--- src/rtl/regfile32x32.sv ---
// rtl/regfile32x32.sv - 32x32 register file: one synchronous write port, two combinational read ports, r0 tied to zero.

module regfile32x32_wdec (
    input  logic [4:0]  addr_i,
    input  logic        en_i,
    output logic [31:1] en_o
);
    // Address 0 has no storage, so its enable is never generated.
    always_comb begin
        en_o = '0;
        for (int i = 1; i < 32; i++) begin
            en_o[i] = en_i && (addr_i == 5'(i));
        end
    end
endmodule

module mux32to1by32 (
    input  logic [31:0][31:0] data_i,
    input  logic [4:0]        sel_i,
    output logic [31:0]       data_o
);
    assign data_o = data_i[sel_i];
endmodule

module regfile32x32 #(
    parameter bit BYPASS = 1'b1
) (
    input  logic        clk,
    input  logic        reset_n,
    input  logic        reg_write,
    input  logic [4:0]  write_register,
    input  logic [31:0] write_data,
    input  logic [4:0]  read_register1,
    input  logic [4:0]  read_register2,
    output logic [31:0] read_data1,
    output logic [31:0] read_data2
);
    logic [31:1]       wr_en;
    logic [31:0]       regs_q [1:31];
    logic [31:0]       regs_d [1:31];
    logic [31:0][31:0] rf_view;
    logic [31:0]       mux1_data;
    logic [31:0]       mux2_data;

    regfile32x32_wdec u_wdec (
        .addr_i (write_register),
        .en_i   (reg_write),
        .en_o   (wr_en)
    );

    always_comb begin
        for (int i = 1; i < 32; i++) begin
            regs_d[i] = regs_q[i];
            if (wr_en[i]) begin
                regs_d[i] = write_data;
            end
        end
    end

    // Reset takes priority over any write presented in the same cycle.
    always_ff @(posedge clk) begin
        for (int i = 1; i < 32; i++) begin
            if (!reset_n) begin
                regs_q[i] <= '0;
            end else begin
                regs_q[i] <= regs_d[i];
            end
        end
    end

    always_comb begin
        rf_view[0] = '0;
        for (int i = 1; i < 32; i++) begin
            rf_view[i] = regs_q[i];
        end
    end

    mux32to1by32 u_rmux1 (
        .data_i (rf_view),
        .sel_i  (read_register1),
        .data_o (mux1_data)
    );

    mux32to1by32 u_rmux2 (
        .data_i (rf_view),
        .sel_i  (read_register2),
        .data_o (mux2_data)
    );

    generate
        if (BYPASS) begin : g_bypass
            logic wr_live;
            logic byp1;
            logic byp2;
            // Forwarding only for a write that will actually commit at the next edge.
            assign wr_live    = reg_write && reset_n && (write_register != 5'd0);
            assign byp1       = wr_live && (read_register1 == write_register);
            assign byp2       = wr_live && (read_register2 == write_register);
            assign read_data1 = byp1 ? write_data : mux1_data;
            assign read_data2 = byp2 ? write_data : mux2_data;
        end else begin : g_no_bypass
            assign read_data1 = mux1_data;
            assign read_data2 = mux2_data;
        end
    endgenerate
endmodule
--- config.mk ---
export PLATFORM = sky130hd
export DESIGN_NAME = regfile32x32
export DESIGN_NICKNAME = d
export VERILOG_FILES = /design/src/rtl/regfile32x32.sv
export SDC_FILE = /design/constraint.sdc
export NUM_CORES = 2
export LEC_CHECK = 0
export BUFFER_PORTS_ARGS = -buffer_cell sky130_fd_sc_hd__buf_4
export CORE_AREA = 2 2 339 408
export DETAILED_ROUTE_END_ITERATION = 7
export DIE_AREA = 0 0 341 410
export PLACE_DENSITY = 0.62
export SYNTH_ARGS = -nofsm -noshare
export SYNTH_HDL_FRONTEND = slang
export SYNTH_SLANG_ARGS = --single-unit
export TNS_END_PERCENT = 30
--- constraint.sdc ---
create_clock -name clk -period 2.35 [get_ports clk]
set_clock_uncertainty 0.05 [all_clocks]
set_input_delay 0.1175 -clock clk [delete_from_list [all_inputs] [get_ports clk]]
set_output_delay 0.1175 -clock clk [all_outputs]
set_load 0.05 [all_outputs]
==> Word-level counts from Yosys, hierarchy flattened <==
Memory sizes are Yosys's and may differ from the RTL's.
Cells that the tools add are included.
{ "totals": {"register_bits": 0, "mem_bits_rw": 992, "inputBits": 50, "out_inout_bits": 64, "elab_cells": 173, "n_memories": 1} }
{ "op_classes": {"n_lt_le_gt_ge": 2, "n_eq_ne": 33, "muxes": 70, "bitwise_logic": 31, "reduce_logical": 36} }
{ "memory_table": {"columns": ["name", "depth", "width", "rd", "rd_ports_with_merged_regs", "wr", "line_no", "rtl"], "rows": [
  ["regs_q", 31, 32, 31, 0, 31, "39", "logic [31:0] regs_q [1:31];"]
]} }
{ "op_table": {"columns": ["cell", "count"], "rows": [
  ["32-bit two-way mux", 66],
  ["32-bit binary-select mux with 5-bit select", 2],
  ["5-bit equality test, second input constant", 16],
  ["5-bit by 4-bit equality test with 1-bit output, second input constant", 8],
  ["1-bit logical AND", 35],
  ["1-bit OR", 31],
  ["5-bit by 3-bit equality test with 1-bit output, second input constant", 4],
  ["5-bit by 6-bit less-than comparator with 1-bit output, second input constant", 2],
  ["5-bit by 2-bit equality test with 1-bit output, second input constant", 2],
  ["5-bit equality test", 2],
  ["5-bit by 1-bit equality test with 1-bit output, second input constant", 1],
  ["5-bit nonzero test", 1],
  ["1-bit two-way mux", 2]
]} }

==> Depth between registers and ports, before layout <==
{ "logic_depth": {"ltp_word": 4, "mapped_depth": 10, "mapped_depth_nobuf": 5} }

==> By module <==
From an unflattened synthesis, not the netlist that was laid out.
{ "hier_totals": {"cells_unflattened": 5787, "area_unflattened_um2": 56544.2} }
{ "by_module_without_submodules": {"columns": ["mod", "n_inst", "cells_each", "area_each_um2", "seq_area_each_um2"], "rows": [
  ["regfile32x32", 1, 3425, 38543.2, 19859.0],
  ["mux32to1by32", 2, 1158, 8887.3, 0.0],
  ["regfile32x32_wdec", 1, 46, 226.5, 0.0]
]} }

==> Worst setup path after synthesis <==
Ideal clock, no wire load.
{ "synth_timing": {"path_kind": "input to output", "startpoint": "in read_register1[0]", "endpoint": "out read_data1[10]", "t_arrival_ns": 2.474, "required_ns": 2.183, "slack_ns": -0.291, "cell_stages": 9, "n_path_buf": 4, "cell_sequence": "buf_6 > buf_6 > buf_6 > buf_6 > nand3b_1 > o221ai_1 > a21oi_1 > a21o_1 > o21ai_0"} }
{ "synth_via": {"elab_chain_len": 3, "elab_cells_between_ends": 5, "classes_between": "eq/ne (1); mux (3); reduce/logical (1)"} }
{ "synth_lines": {"columns": ["item", "line_no", "rtl"], "rows": [
  ["start: declaration", "33", "input logic [4:0] read_register1,"],
  ["32-bit binary-select mux with 5-bit select / 5-bit equality test (equally long branches)", "22, 97", null],
  ["32-bit two-way mux (implied by the code) / 1-bit logical AND (equally long branches)", "22, 97", null],
  ["32-bit two-way mux *", "99", "assign read_data1 = byp1 ? write_data : mux1_data;"],
  ["end: declaration", "35", "output logic [31:0] read_data1,"]
]} }
Mark *: on every way between the ends. The rest lies on a longest branch, timed or not. The select of a mux whose other input is x is not followed.

==> run summary <==
Slew headroom - 20.8%
Via density - 6.13
Failing checks - setup timing
Synth Area in Compound Gates - 19.4%
Detailed Route Iter0 Violations - 5803
Area delta synth->final - 21.8%
Capture point of the worst reg-to-reg path - regs_q[0][482]
RR Startpoint - regs_q[0][482]
Worst reg-to-reg setup slack - 1490 ps
CP Launch Type - register
Fill cells - 12400
Met2 usage - 48.0%
Reg with most FFs - regs_q
Yosys cell types - 49
Die height - 410 um
Post-Syn Area - 0.0540 mm^2
# clock sinks - 992
Final Power - 39.9 mW
H-tree levels - 3
Worst EP arrival - 2620 ps
Fmax - 359 MHz
Worst-Margin Slew - 1190 ps
Max Cap Viol - 0
Gp weighted congestion - 0.971
Hold Path Depth - 6
Number of synthesized flops with an enable pin - 0
Min-Delay Endpoint - regs_q[0][460]
Peak VDD IR - 605 uV
YS warnings - 0
Adder-cell share of the synthesized area - 0%
Initial antenna violation count - 22
Vias in the first global route - 47900
Worst R2R Path Depth - 3
Synthesized flop and latch total - 992
Worst Setup End Kind - output pin
Max clock buf depth - 3
Fin crit period - 2780 ps
Commonest non-fill, non-tap cell in the layout - nand2_1
CTS root buffer - clkbuf_16
GR Util met1 - 39.0%
Total wire length - 228 mm
GRT busiest layer - met2
Leak - 22.1 nW
Synth Area in XOR/XNOR - 0.162%
Final Hold Violating Endpoints - 0
GR Overflow Total - 0
Sequential area share after synthesis - 36.8%
DRC viols - 0
Slew Limit Fails - 0
Largest regs - regs_q (992)
Async S/R FF share, synth - 0%
Synth Net Count - 6120
Met3 global-route usage - 8.69%
Placement Setup Slack - -715 ps
Crit Path Class - register to output pin
Storage cell area - 0.0200 mm^2
ANT nets after route - 0
Die W - 341 um
Setup ws final - -434 ps
Hpwl dp - 143 mm
Fraction of the mapped netlist area in simple logic gates - 16.9%
Clk_lat worst skew - 710 ps
Crit path max fanout - 2
RSZ-0062 raised after global routing - yes
Die area - 0.140 mm^2
I/O Buffers - 113
Largest register FFs - 992
Core footprint - 0.136 mm^2
Hold Path Class - input port to register
Total CTS buffers - 102
Via count - 49600
Worst-path clk slew - 60 ps
P per Cell Area - 607 mW/mm^2
First-pass GRT wire length - 328 mm
Final setup viols - 64
DRT Pass-1 Iters - 8
Gr usage total - 31.6%
Synthesized instance count - 6070
CTS tree - done
Final net count - 6249
Commonest cells after routing, fill and taps aside - 2087 x nand2_1, 992 x a21boi_0, 890 x dfxtp_1
Final Cycle Share - 118%
Initial core utilization - 39.6%
Status - complete, but fails checks
Largest net degree at the start of global routing - 261
Hold Startpoint - write_register[2]
Largest family of logic cells by synthesized area - multiplexers
Multi-input logic area - 0.0328 mm^2
Wirelength per Cell - 28.1 um
Layout cells sized above 1 - 26.0%
# IOs - 114
Synthesized area per cell - 8.89 um^2
CP required - 2180 ps
Synth Flop Type - dfxtp_1
Core Rows - 149
Mux contribution to synthesized area - 21.3%
-- report_power, final --
| group | switching, mW | total (mW) | internal, mW |
|---|---|---|---|
| Sequential | 0.0940 | 17.0 | 16.9 |
| Clock | 7.43 | 17.8 | 10.3 |
| Combinational | 3.14 | 5.07 | 1.93 |
-- stage by stage --
stage | utilization, % | area [um^2] | instances | TNS (ps) | hold slack, ps
global placement | 44.0 | 60000 | 7882 | -13010 | 407
CTS | 47.9 | 65300 | 8093 | -18710 | 31.9
detailed placement | 44.0 | 60000 | 7882 | -13850 | 418
floorplan | - | 54000 | 6070 | -4300 | 347
global route | 48.2 | 65700 | 8095 | -20470 | 104
finish | 48.2 | 65700 | 8098 | -18050 | 66.3
-- cell type report --
class | count | share of cell area [%]
multi-input cells | 4422 | 50.0
inverters | 3 | 0.0171
well taps | 1812 | 3.45
flip-flops and latches | 992 | 30.4
repair buffers | 678 | 10.7
clock buffers | 152 | 4.67
clock inverters | 34 | 0.815
diodes | 5 | 0.0190
-- critical path, stage by stage, from the launching register on --
cell and delay (ps):
dfxtp_2 320, mux4_2 450, mux2_4 310, a211oi_4 310
buf_6 160, o31ai_4 140, buf_8 200
-- routing by layer --
metal  vias to the layer above  wire length (um)
met5                         -               139
met4                        22             17300
met3                       806             25700
met2                      3021             99800
met1                     24400             84700
li1                      21400                 -
-- kinds of logic after synthesis --
family,count (synthesis)
DFF,992
muxes,675
AOI/OAI and AO/OA,1409
and+or+nand+nor,2328
buffers and inverters,656
xor gates and xnor gates,10
-- synthesized netlist by cell type, types with 49 or more instances --
master    number  area, um^2
nand2_1     2100        7880
a21boi_0     992        7450
dfxtp_1      992       19900
clkbuf_1     448        1680
mux4_2       356        8020
mux2i_1      201        2010
mux2_2       108        1220
buf_2         94         470
o21ai_0       80         400
a221oi_1      73         639
o22ai_1       60         375
nor2b_1       57         357
buf_4         52         390
nor2_1        49         184
-- worst max path at each step --
| stage | start | endpoint | cells after the start |
|---|---|---|---|
| after detailed placement | read_register1[0] | read_data1[8] | 10 |
| after global routing | regs_q[0][366] | read_data1[14] | 6 |
| after floorplan | read_register1[0] | read_data1[5] | 9 |
| after CTS | regs_q[0][430] | read_data1[14] | 6 |
| final | regs_q[0][430] | read_data1[14] | 6 |
| after global placement | read_register1[0] | read_data1[8] | 10 |
-- repair_timing --
action	4_1_cts	5_1_grt
setup endpoints to repair	64	64
resized for setup	374	123
pin swaps	72	45
setup buffers	13	1
hold endpoints to repair	953	0
hold buffers	33	0
Note: power is estimated with default switching activity, not from simulation.
